`config.mk`:
```
export PLATFORM = sky130hd
export DESIGN_NAME = ps2_controller
export DESIGN_NICKNAME = d
export VERILOG_FILES = /design/src/rtl/ps2_controller.sv
export SDC_FILE = /design/constraint.sdc
export NUM_CORES = 1
export LEC_CHECK = 0
export CAP_MARGIN = 25
export CORE_MARGIN = 5
export CORE_UTILIZATION = 50
export DETAILED_ROUTE_END_ITERATION = 8
export PLACE_DENSITY = 0.76
export RECOVER_POWER = 25
export SKIP_CTS_REPAIR_TIMING = 1
export SLEW_MARGIN = 20
export SYNTH_ARGS = -nofsm -noshare
export SYNTH_HDL_FRONTEND = slang
export SYNTH_SLANG_ARGS = --single-unit
```
`constraint.sdc`:
```
create_clock -name clk50MHz -period 2.8 [get_ports clk50MHz]
set_input_delay 0.56 -clock clk50MHz [delete_from_list [all_inputs] [get_ports clk50MHz]]
set_output_delay 0.56 -clock clk50MHz [all_outputs]
set_load 0.005 [all_outputs]
```
`src/rtl/ps2_controller.sv`:
```
// rtl/ps2_controller.sv - PS/2 keyboard receiver bus slave with scan-code FIFO
// Define PS2_IRQ_EN to enable the data-available interrupt and the CTRL irq_en bit.
module ps2_controller #(
  parameter int A_WIDTH    = 32,
  parameter int D_WIDTH    = 16,
  parameter int FIFO_DEPTH = 8,
  parameter int FILTER_LEN = 8,
  parameter int TIMEOUT    = 50000
) (
  input  logic               clk50MHz,
  input  logic               reset,
  input  logic [A_WIDTH-1:0] baddr,
  input  logic               bwe,
  input  logic               benable,
  input  logic [D_WIDTH-1:0] bus_data_in,
  output logic [D_WIDTH-1:0] bus_data_out,
  output logic               bwait,
  input  logic               ps2_clk,
  input  logic               ps2_data,
  output logic               irq
);
  localparam int AW = $clog2(FIFO_DEPTH);
  localparam int CW = AW + 1;
  localparam int FW = $clog2(FILTER_LEN + 1);
  localparam int TW = $clog2(TIMEOUT + 1);

  typedef enum logic [1:0] {RX_IDLE, RX_DATA, RX_PARITY, RX_STOP} rx_state_t;
  typedef enum logic [1:0] {B_IDLE, B_BUSY, B_DONE} bus_state_t;

  logic          clk_s1, clk_s2, dat_s1, dat_s2;
  logic          filt_clk, filt_hit, strobe;
  logic [FW-1:0] filt_cnt;

  rx_state_t     rx_state;
  logic [7:0]    rx_shift;
  logic          rx_par;
  logic [2:0]    bit_cnt;
  logic [TW-1:0] to_cnt;
  logic          rx_timeout, stop_seen, par_good, push, push_ok;

  logic [7:0]    mem [FIFO_DEPTH];
  logic [AW-1:0] wr_ptr, rd_ptr;
  logic [CW-1:0] count;
  logic          empty, full, pop, flush, clr, ctrl_wr;
  logic          overflow, frame_err, parity_err, irq_en;

  bus_state_t        bus_state;
  logic [D_WIDTH-1:0] rd_val;
  logic               unused_bits;

  assign unused_bits = ^{baddr[A_WIDTH-1:2], bus_data_in[D_WIDTH-1:2]};

  always_ff @(posedge clk50MHz or posedge reset) begin
    if (reset) begin
      clk_s1 <= 1'b1; clk_s2 <= 1'b1;
      dat_s1 <= 1'b1; dat_s2 <= 1'b1;
    end else begin
      clk_s1 <= ps2_clk;  clk_s2 <= clk_s1;
      dat_s1 <= ps2_data; dat_s2 <= dat_s1;
    end
  end

  // The strobe fires on the cycle the filtered clock is about to fall.
  assign filt_hit = (clk_s2 != filt_clk) && (filt_cnt == FW'(FILTER_LEN - 1));
  assign strobe   = filt_hit && !clk_s2;

  always_ff @(posedge clk50MHz or posedge reset) begin
    if (reset) begin
      filt_clk <= 1'b1;
      filt_cnt <= '0;
    end else if (clk_s2 == filt_clk) begin
      filt_cnt <= '0;
    end else if (filt_hit) begin
      filt_clk <= clk_s2;
      filt_cnt <= '0;
    end else begin
      filt_cnt <= filt_cnt + 1'b1;
    end
  end

  assign rx_timeout = (rx_state != RX_IDLE) && (to_cnt == TW'(TIMEOUT));
  assign stop_seen  = strobe && (rx_state == RX_STOP);
  assign par_good   = ^{rx_shift, rx_par};
  assign push       = stop_seen && dat_s2 && par_good;
  assign push_ok    = push && !full;

  always_ff @(posedge clk50MHz or posedge reset) begin
    if (reset) begin
      rx_state <= RX_IDLE;
      rx_shift <= '0;
      rx_par   <= 1'b0;
      bit_cnt  <= '0;
      to_cnt   <= '0;
    end else begin
      if (strobe || rx_state == RX_IDLE) to_cnt <= '0;
      else                               to_cnt <= to_cnt + 1'b1;
      if (rx_timeout) begin
        rx_state <= RX_IDLE;
      end else if (strobe) begin
        unique case (rx_state)
          RX_IDLE: if (!dat_s2) begin
            rx_state <= RX_DATA;
            bit_cnt  <= '0;
          end
          RX_DATA: begin
            rx_shift <= {dat_s2, rx_shift[7:1]};
            bit_cnt  <= bit_cnt + 1'b1;
            if (bit_cnt == 3'd7) rx_state <= RX_PARITY;
          end
          RX_PARITY: begin
            rx_par   <= dat_s2;
            rx_state <= RX_STOP;
          end
          RX_STOP: rx_state <= RX_IDLE;
        endcase
      end
    end
  end

  assign empty   = (count == '0);
  assign full    = (count == CW'(FIFO_DEPTH));
  assign ctrl_wr = (bus_state == B_BUSY) && bwe && (baddr[1:0] == 2'd2);
  assign pop     = (bus_state == B_BUSY) && !bwe && (baddr[1:0] == 2'd0) && !empty;
  assign flush   = ctrl_wr && bus_data_in[1];
  assign clr     = ctrl_wr && bus_data_in[0];

  always_ff @(posedge clk50MHz) begin
    if (push_ok) mem[wr_ptr] <= rx_shift;
  end

  always_ff @(posedge clk50MHz or posedge reset) begin
    if (reset) begin
      wr_ptr <= '0;
      rd_ptr <= '0;
      count  <= '0;
    end else if (flush) begin
      wr_ptr <= '0;
      rd_ptr <= '0;
      count  <= '0;
    end else begin
      if (push_ok) wr_ptr <= wr_ptr + 1'b1;
      if (pop)     rd_ptr <= rd_ptr + 1'b1;
      count <= count + CW'(push_ok) - CW'(pop);
    end
  end

  // Error sets take priority over a same-cycle clear.
  always_ff @(posedge clk50MHz or posedge reset) begin
    if (reset) begin
      overflow   <= 1'b0;
      frame_err  <= 1'b0;
      parity_err <= 1'b0;
    end else begin
      if (push && full)                          overflow   <= 1'b1;
      else if (clr)                              overflow   <= 1'b0;
      if ((stop_seen && !dat_s2) || rx_timeout)  frame_err  <= 1'b1;
      else if (clr)                              frame_err  <= 1'b0;
      if (stop_seen && !par_good)                parity_err <= 1'b1;
      else if (clr)                              parity_err <= 1'b0;
    end
  end

`ifdef PS2_IRQ_EN
  always_ff @(posedge clk50MHz or posedge reset) begin
    if (reset) begin
      irq_en <= 1'b0;
      irq    <= 1'b0;
    end else begin
      if (ctrl_wr) irq_en <= bus_data_in[2];
      irq <= irq_en && !empty;
    end
  end
`else
  assign irq_en = 1'b0;
  assign irq    = 1'b0;
`endif

  always_comb begin
    rd_val = '0;
    unique case (baddr[1:0])
      2'd0: if (!empty) rd_val[8:0] = {1'b1, mem[rd_ptr]};
      2'd1: rd_val[CW+4:0] = {overflow, frame_err, parity_err, full, empty, count};
      2'd2: rd_val[2] = irq_en;
      default: ;
    endcase
  end

  always_ff @(posedge clk50MHz or posedge reset) begin
    if (reset) begin
      bus_state    <= B_IDLE;
      bwait        <= 1'b0;
      bus_data_out <= '0;
    end else begin
      unique case (bus_state)
        B_IDLE: if (benable) begin
          bus_state <= B_BUSY;
          bwait     <= 1'b1;
        end
        B_BUSY: begin
          bus_state    <= B_DONE;
          bwait        <= 1'b0;
          bus_data_out <= bwe ? '0 : rd_val;
        end
        B_DONE: if (!benable) begin
          bus_state    <= B_IDLE;
          bus_data_out <= '0;
        end
        default: bus_state <= B_IDLE;
      endcase
    end
  end
endmodule

```
==> results of run 1 <==
[placed cells by master (no fill, tap or decap), drive strengths merged, types with 16 or more instances in the layout]
| cell | n |
|---|---|
| ha | 17 |
| nor2 | 37 |
| nand2 | 27 |
| dfrtp | 59 |
| clkdlybuf4s50 | 16 |
| clkbuf | 24 |
| edfxtp | 64 |
| mux2i | 26 |
| nor2b | 18 |
[per-layer routing]
layer  GRT usage [%]  part of all wire, %
met1            20.8                   42
met2            29.2                   52
met3            5.19                  4.9
met4            4.44                  1.5
met5               0                    0
[how the worst min path moves through the flow]
stage,startpoint,end,slack [ps],cells past startpoint
after floorplan,clk_s1,clk_s2,350,0
final,clk_s1,clk_s2,350,0
after global placement,clk_s1,clk_s2,350,0
after CTS,clk_s1,clk_s2,350,0
after detailed placement,clk_s1,clk_s2,350,0
after global routing,clk_s1,clk_s2,360,0
[cells by family (layout without fill, tap and decap cells)]
kind of cell             after synthesis  in the layout  synth area share (%)
adder cells (fa/ha/maj)               18             18                  4.02
XOR/XNOR                              27             27                  4.45
AND/OR/NAND/NOR                      136            136                  13.1
flip-flops                           128            128                  61.0
AO/OA/AOI/OAI                         64             64                  7.59
buffers and inverters                 40             84                  3.18
multiplexers                          37             37                  6.63
other                                  1              8                0.0648
[power by group]
part           switching, mW  internal, mW
registers              0.208          2.16
clock network          0.764          1.57
logic                  0.664         0.510
[area by class of cell]
cell class / count / area, µm² / share of cell area [%]
sequential: 128 / 3530 / 51.8
clock inverter: 13 / 193 / 2.83
clock buffer: 19 / 433 / 6.35
timing repair buffer: 37 / 319 / 4.68
multi-input combinational: 290 / 2110 / 30.9
inverter: 15 / 56.3 / 0.826
tap: 143 / 179 / 2.62
[through the flow]
step / hold WS, ps / utilization (%) / setup slack [ps]
global route: 355 / 60.0 / 32.1
finish: 354 / 60.0 / 193
floorplan: 345 / - / 27.1
global placement: 347 / 54.6 / 156
CTS: 355 / 60.1 / 118
detailed placement: 347 / 54.6 / 128
[sequential cells by signal, indices dropped and copies added, names as in the netlist, 2 cells and up]
signal	count
mem	64
to_cnt	16
bus_data_out	9
rx_shift	8
count	4
filt_cnt	4
bit_cnt	3
rd_ptr	3
wr_ptr	3
bus_state	2
rx_state	2
==> results.json, run 1 <==
{
  "finalHoldViolations": 0,
  "crit_fanout": 11,
  "cts_max_level": 4,
  "postPlaceCellArea_mm2": 0.00620,
  "outcome": "complete, no violations",
  "startpoint": "rx_shift[3]",
  "grt_overflow_total": 0,
  "synthFlopType": "edfxtp_1",
  "setup_violations": 0,
  "layout.nets": 561,
  "synth_edf_count": 64,
  "final_area_mm2": 0.00682,
  "drt_iter0_drc": 303,
  "yosys-top-cells-count": "64 x edfxtp_1, 59 x dfrtp_1, 36 x nor2_1, 27 x nand2_1, 26 x mux2i_1",
  "clock_sinks": 128,
  "dr.pass1.iters": 4,
  "drive_above_1_share_pct": 13.9,
  "required_ps": 3070,
  "final_cells": 645,
  "clockBufferDepth": 2,
  "ys_ff_latch": 128,
  "worst-path-stages": 8,
  "cts-buffers-inserted": 17,
  "grt_max_degree": 43,
  "start_kind": "flop",
  "grt_pass1_wl_mm": 18.7,
  "rrSetupSlack_ps": 190,
  "yosys.area.top_type": "edfxtp_1",
  "rsz0062_at_grt": "no",
  "clock_skew_ps": 9.03,
  "cts.clk_slew.worst_paths_ps": 50,
  "vias_per_cell": 5.53,
  "tns_ps": 0,
  "power_density_mw_per_mm2": 861,
  "avgSynthCellArea_um2": 12.8,
  "endpoint": "count[2]",
  "path_cells": "xnor2_1, xnor3_1, xnor2_2, nor3_1, ha_1, fa_1, xnor2_1, nor2_1",
  "synth.distinct_cells": 56,
  "antenna_left": 0,
  "detailed_place_hpwl_mm": 7.44,
  "crit_top_cell": "xnor2_1",
  "n_fill_cell": 846,
  "core_mm2": 0.0114,
  "peakVddDrop_mv": 0.738,
  "numPortBuffers": 19,
  "path_class": "reg2reg",
  "drv_slew": 0,
  "insertion_delay_ps": 400,
  "synth_top_area_share_pct": 33.2,
  "async_flop_share_pct": 50.0,
  "dr_total_vias": 3564,
  "drc": 0,
  "drt_wl_total_mm": 11.2,
  "fmaxAchievable_mhz": 384,
  "synth_area_mm2": 0.00579,
  "design_power_total_mw": 5.87,
  "ff2ff_path_depth": 8,
  "ctsRootBufferMaster": "clkbuf_16",
  "crit_buf_inv": 0,
  "wl_per_cell_um": 17.3,
  "ys_seq_area_share_pct": 61.0,
  "min_period_over_period_pct": 93.1,
  "cp_slowest_cell": "dfrtp_1",
  "die_w_um": 118,
  "die_y_um": 118,
  "slew-limit-headroom_pct": 47.1,
  "power.leakage_nw": 2.78,
  "crit_path_end_kind": "flop",
  "gp_congestion": 0.752,
  "cp.arrival_ps": 2880,
  "io_pins": 72,
  "synth_warnings": 0,
  "syn_to_final_growth_pct": 17.7,
  "die_area_mm2": 0.0138,
  "max_cap_violations": 0,
  "max_stage_delay_ps": 510,
  "cts_tree": "built",
  "path_delay_family": "XOR/XNOR gates",
  "syn-instance-count": 451,
  "tightest_slew_ps": 792,
  "n_antenna_cell": 0,
  "antenna_found_initial": 0,
  "grt_pass1_vias": 3696,
  "place_inst": 613,
  "synth_area_leaders": "edfxtp_1 33%, dfrtp_1 26%, mux2i_1 4.5%",
  "r2r_start": "rx_shift[3]",
  "grt_use_total_pct": 17.0,
  "std_cell_rows": 39,
  "start_util_pct": 50.9,
  "reg2reg_to": "count[2]",
  "synth.most_common_cell": "edfxtp_1",
  "hp-class": "reg2reg",
  "period_needed_ps": 2610
}
(Power assumes the default switching activity.)
==> run 2: changes to the inputs <==
--- a/config.mk
+++ b/config.mk
@@ -7,12 +7,11 @@
 export LEC_CHECK = 0
 export CAP_MARGIN = 25
 export CORE_MARGIN = 5
-export CORE_UTILIZATION = 50
+export CORE_UTILIZATION = 60
 export DETAILED_ROUTE_END_ITERATION = 8
-export PLACE_DENSITY = 0.76
+export PLACE_DENSITY = 0.85
 export RECOVER_POWER = 25
 export SKIP_CTS_REPAIR_TIMING = 1
-export SLEW_MARGIN = 20
 export SYNTH_ARGS = -nofsm -noshare
 export SYNTH_HDL_FRONTEND = slang
 export SYNTH_SLANG_ARGS = --single-unit
==> constraint.sdc (replaced) <==
create_clock -name clk50MHz -period 3 [get_ports clk50MHz]
set_input_delay 0.6 -clock clk50MHz [delete_from_list [all_inputs] [get_ports clk50MHz]]
set_output_delay 0.6 -clock clk50MHz [all_outputs]
set_load 0.005 [all_outputs]
==> results.json, run 2 (synthesis gave the netlist of run 1 again) <==
{
  "outcome": "complete, no violations",
  "antenna_left": 0,
  "die_area_mm2": 0.0117,
  "n_fill_cell": 590,
  "tns_ps": 0,
  "die_y_um": 108,
  "ff2ff_path_depth": 6,
  "insertion_delay_ps": 520,
  "rsz0062_at_grt": "no",
  "power.leakage_nw": 2.74,
  "grt_pass1_wl_mm": 19.3,
  "fin_util_pct": 72.1,
  "place_inst": 592,
  "antenna_found_initial": 0,
  "period_needed_ps": 2800,
  "grt_pass1_vias": 3883,
  "drt_wl_total_mm": 11.5,
  "cts.clk_slew.worst_paths_ps": 60,
  "drive_above_1_share_pct": 14.5,
  "clock_skew_ps": 17.7,
  "start_util_pct": 62.1,
  "max_stage_delay_ps": 580,
  "io_pins": 72,
  "setup_violations": 0,
  "reg.largest.list": "mem (64), to_cnt (16), bus_data_out (9)",
  "pwr-share-seq_pct": 41.7,
  "power.internal_mw": 3.63,
  "wl_per_cell_um": 18.4,
  "whs_path_depth": 0,
  "layout.nets": 554,
  "die_w_um": 108,
  "path_cells": "xor2_1, xnor3_1, xnor2_4, or4_4, nor3_1, buf_4",
  "required_ps": 3210,
  "std_cell_rows": 35,
  "grt_overflow_total": 0,
  "final_cells": 624,
  "drc": 0,
  "slew-limit-headroom_pct": 54.4,
  "gp_congestion": 0.828,
  "power_switching_mw": 1.68,
  "clockBufferDepth": 2,
  "core_mm2": 0.00933,
  "design_power_total_mw": 5.31,
  "switching_share_pct": 31.6,
  "cp_slowest_cell": "dfrtp_1",
  "numPortBuffers": 19,
  "layout_commonest_cell": "edfxtp_1",
  "largest_reg_flops": 64,
  "grt_max_degree": 43,
  "power_density_mw_per_mm2": 789,
  "finalHoldViolations": 0,
  "n_antenna_cell": 0,
  "clock_sinks": 128,
  "final_cell_mix": "64 x edfxtp_1, 59 x dfrtp_1, 36 x nor2_1, 27 x nand2_1, 26 x mux2i_1",
  "start_kind": "flop",
  "fmaxAchievable_mhz": 358,
  "grt_use_total_pct": 21.7,
  "clkPwrFrac_pct": 37.3,
  "drt_iter0_drc": 250,
  "cts_max_level": 4,
  "tightest_slew_ps": 683,
  "pwr-share-comb_pct": 21.1,
  "crit_fanout": 11,
  "max_cap_violations": 0,
  "ctsRootBufferMaster": "clkbuf_8",
  "path_class": "reg2reg",
  "vias_per_cell": 5.79,
  "dr_total_vias": 3613,
  "cts-buffers-inserted": 17,
  "drv_slew": 0,
  "peakVddDrop_mv": 0.450,
  "hp-class": "reg2reg",
  "cp.arrival_ps": 3010,
  "top_register": "mem",
  "min_period_over_period_pct": 93.2,
  "cts_tree": "built",
  "dr.pass1.iters": 5,
  "syn_to_final_growth_pct": 16.1,
  "detailed_place_hpwl_mm": 7.38,
  "crit_path_end_kind": "flop"
}
## run 2: cell types whose count changed in the layout (fill, tap and decap cells not counted), sizes merged
cell	delta
inv	+11
clkbuf	-7
bufinv	-4
clkinv	-5
buf	-2
## run 2: worst max-delay path, delay by kind of cell (launching register included)
family,cells,cell delay [ps]
flops,1,580
simple gates,2,730
buf+inv,1,220
xor+xnor,3,960
## run 2: worst paths after layout
kind / end / slack [ps] / from
max in group asynchronous: dat_s1 / 1820 / reset
max: mem[0][6] / 200 / rx_shift[2]
max reg2reg: mem[0][6] / 200 / rx_shift[2]
min in group asynchronous: filt_cnt[0] / 510 / reset
min: clk_s2 / 360 / clk_s1
min reg2reg: clk_s2 / 360 / clk_s1
## run 2: metrics by stage
stage | worst slack, ps | area [µm²] | hold WS [ps]
floorplan | 227 | 5820 | 345
global placement | 300 | 6130 | 345
detailed placement | 196 | 6130 | 350
CTS | 143 | 6710 | 359
global route | 6.93 | 6720 | 364
finish | 205 | 6720 | 359
## run 2: power by group through the flow
stage	combinational (mW)	sequential [mW]	clock [mW]
after global placement	1.02	2.22	0
after CTS	1.12	2.20	2.01
after floorplan	0.809	2.18	0
after detailed placement	1.07	2.23	0
after global routing	1.25	2.24	2.10
final	1.12	2.21	1.98
## run 2: metal layers
metal	wire, µm	up-vias	GRT usage [%]	share of wire [%]
li1	-	1675	-	-
met1	4550	1803	26.3	40
met2	6060	115	37.9	53
met3	631	20	4.48	5.5
met4	240	0	9.02	2.1
met5	0	-	0	0
## run 2: area by class of cell
type                    count  area [µm²]  area share (%)
well taps                 129         161            2.40
flip-flops and latches    128        3530            52.5
repair buffers             30         285            4.24
clock buffers              17         414            6.16
inverters                  15        56.3           0.838
clock inverters            15         163            2.42
multi-input cells         290        2110            31.4
==> run 3: changes to the inputs <==
--- a/config.mk
+++ b/config.mk
@@ -9,9 +9,11 @@
 export CORE_MARGIN = 5
 export CORE_UTILIZATION = 60
 export DETAILED_ROUTE_END_ITERATION = 8
+export GPL_TIMING_DRIVEN = 0
 export PLACE_DENSITY = 0.85
 export RECOVER_POWER = 25
 export SKIP_CTS_REPAIR_TIMING = 1
+export SLEW_MARGIN = 20
 export SYNTH_ARGS = -nofsm -noshare
 export SYNTH_HDL_FRONTEND = slang
 export SYNTH_SLANG_ARGS = --single-unit
==> results.json, run 3 (synthesis gave the netlist of run 1 again) <==
{
  "io_pins": 72,
  "n_antenna_cell": 0,
  "cts.clk_slew.worst_paths_ps": 60,
  "dr.pass1.iters": 6,
  "syn_to_final_growth_pct": 18.0,
  "grt_pass1_wl_mm": 19.3,
  "fin_util_pct": 73.3,
  "cp.arrival_ps": 2990,
  "rrSetupSlack_ps": 170,
  "drv_slew": 0,
  "final_cell_mix": "64 x edfxtp_1, 57 x dfrtp_1, 30 x nor2_1, 27 x nand2_1, 26 x mux2i_1",
  "drt_iter0_drc": 187,
  "power_density_mw_per_mm2": 793,
  "tightest_slew_ps": 1320,
  "finalHoldViolations": 0,
  "hp-start": "dat_s1",
  "vias_per_cell": 5.78,
  "outcome": "complete, no violations",
  "detailed_place_hpwl_mm": 7.76,
  "pwr-share-comb_pct": 21.2,
  "crit_fanout": 11,
  "rsz0062_at_grt": "no",
  "top_register": "mem",
  "layout.nets": 570,
  "largest_reg_flops": 64,
  "clock_sinks": 128,
  "reg.largest.list": "mem (64), to_cnt (16), bus_data_out (9)",
  "dr_total_vias": 3699,
  "power.internal_mw": 3.79,
  "antenna_left": 0,
  "ff2ff_path_depth": 5,
  "gp_congestion": 0.799,
  "min_period_over_period_pct": 94.4,
  "std_cell_rows": 35,
  "die_y_um": 108,
  "clkPwrFrac_pct": 37.7,
  "start_kind": "flop",
  "r2r_start": "rx_shift[6]",
  "cts-buffers-inserted": 17,
  "start_util_pct": 62.1,
  "cts_max_level": 4,
  "max_cap_violations": 0,
  "antenna_found_initial": 0,
  "path_class": "reg2reg",
  "min_to": "dat_s2",
  "whs_path_depth": 0,
  "period_needed_ps": 2830,
  "grt_max_degree": 37,
  "setup_violations": 0,
  "wl_per_cell_um": 18.2,
  "power.leakage_nw": 2.77,
  "required_ps": 3160,
  "switching_share_pct": 30.0,
  "slew-limit-headroom_pct": 11.7,
  "die_w_um": 108,
  "clockBufferDepth": 2,
  "drc": 0,
  "grt_use_total_pct": 21.9,
  "die_area_mm2": 0.0117,
  "grt_pass1_vias": 3936,
  "pwr-share-seq_pct": 41.0,
  "clock_skew_ps": 9.15,
  "crit_path_end_kind": "flop",
  "final_area_mm2": 0.00683,
  "power_switching_mw": 1.63,
  "insertion_delay_ps": 530,
  "fmaxAchievable_mhz": 353,
  "peakVddDrop_mv": 0.418,
  "ctsRootBufferMaster": "clkbuf_8",
  "n_fill_cell": 588,
  "cts_tree": "built",
  "drt_wl_total_mm": 11.7,
  "numPortBuffers": 19,
  "reg2reg_to": "mem[5][7]",
  "layout_commonest_cell": "edfxtp_1",
  "core_mm2": 0.00933,
  "grt_overflow_total": 0,
  "hp-class": "reg2reg",
  "drive_above_1_share_pct": 16.6,
  "postPlaceCellArea_mm2": 0.00620
}
-- run 3: cell type report --
cell class	instances	area, µm²	share of cell area, %
well taps	129	161	2.36
clock buffers	19	432	6.32
inverters	15	57.6	0.842
multi-input cells	290	2140	31.4
plain buffers	24	124	1.81
repair buffers	22	220	3.22
flip-flops and latches	128	3530	51.7
clock inverters	13	163	2.38
-- run 3: layer usage --
metal | GRT usage, % | up-vias | wire [µm]
met2 | 38.1 | 126 | 5970
met3 | 6.09 | 38 | 708
met4 | 11.2 | 0 | 435
met1 | 24.6 | 1819 | 4560
met5 | 0 | - | 0
li1 | - | 1716 | -
-- run 3: worst max-delay path by stage --
stage / startpoint / to / slack [ps] / cells after the start
after floorplan: rx_shift[1] / mem[0][0] / 230 / 5
after global placement: baddr[0] / count[1] / -580 / 9
after detailed placement: baddr[0] / count[1] / -140 / 9
after CTS: rx_shift[2] / mem[5][7] / -130 / 5
after global routing: rx_shift[6] / mem[5][7] / 5 / 5
final: rx_shift[6] / mem[5][7] / 170 / 5
-- run 3: power by group through the flow --
stage | clock [mW] | sequential (mW) | combinational (mW)
floorplan | 0 | 2.18 | 0.809
global placement | 0 | 2.22 | 1.05
detailed placement | 0 | 2.24 | 1.11
CTS | 2.05 | 2.21 | 1.14
global route | 2.15 | 2.25 | 1.29
finish | 2.04 | 2.22 | 1.15
-- run 3: critical path: stages (launching register included) --
cell     delay (ps)
dfrtp_1         510
xnor2_1         270
xnor3_1         410
xnor2_2         240
or4_4           580
nor2_2          450
-- run 3: through the flow --
stage	setup WS (ps)	instances	total power, mW	hold WS (ps)	setup TNS (ps)
global route	4.72	640	5.68	362	0
global placement	-576	606	3.27	346	-20190
floorplan	227	458	2.99	345	0
finish	168	640	5.42	357	0
detailed placement	-135	609	3.36	348	-2670
CTS	-125	641	5.41	358	-3150
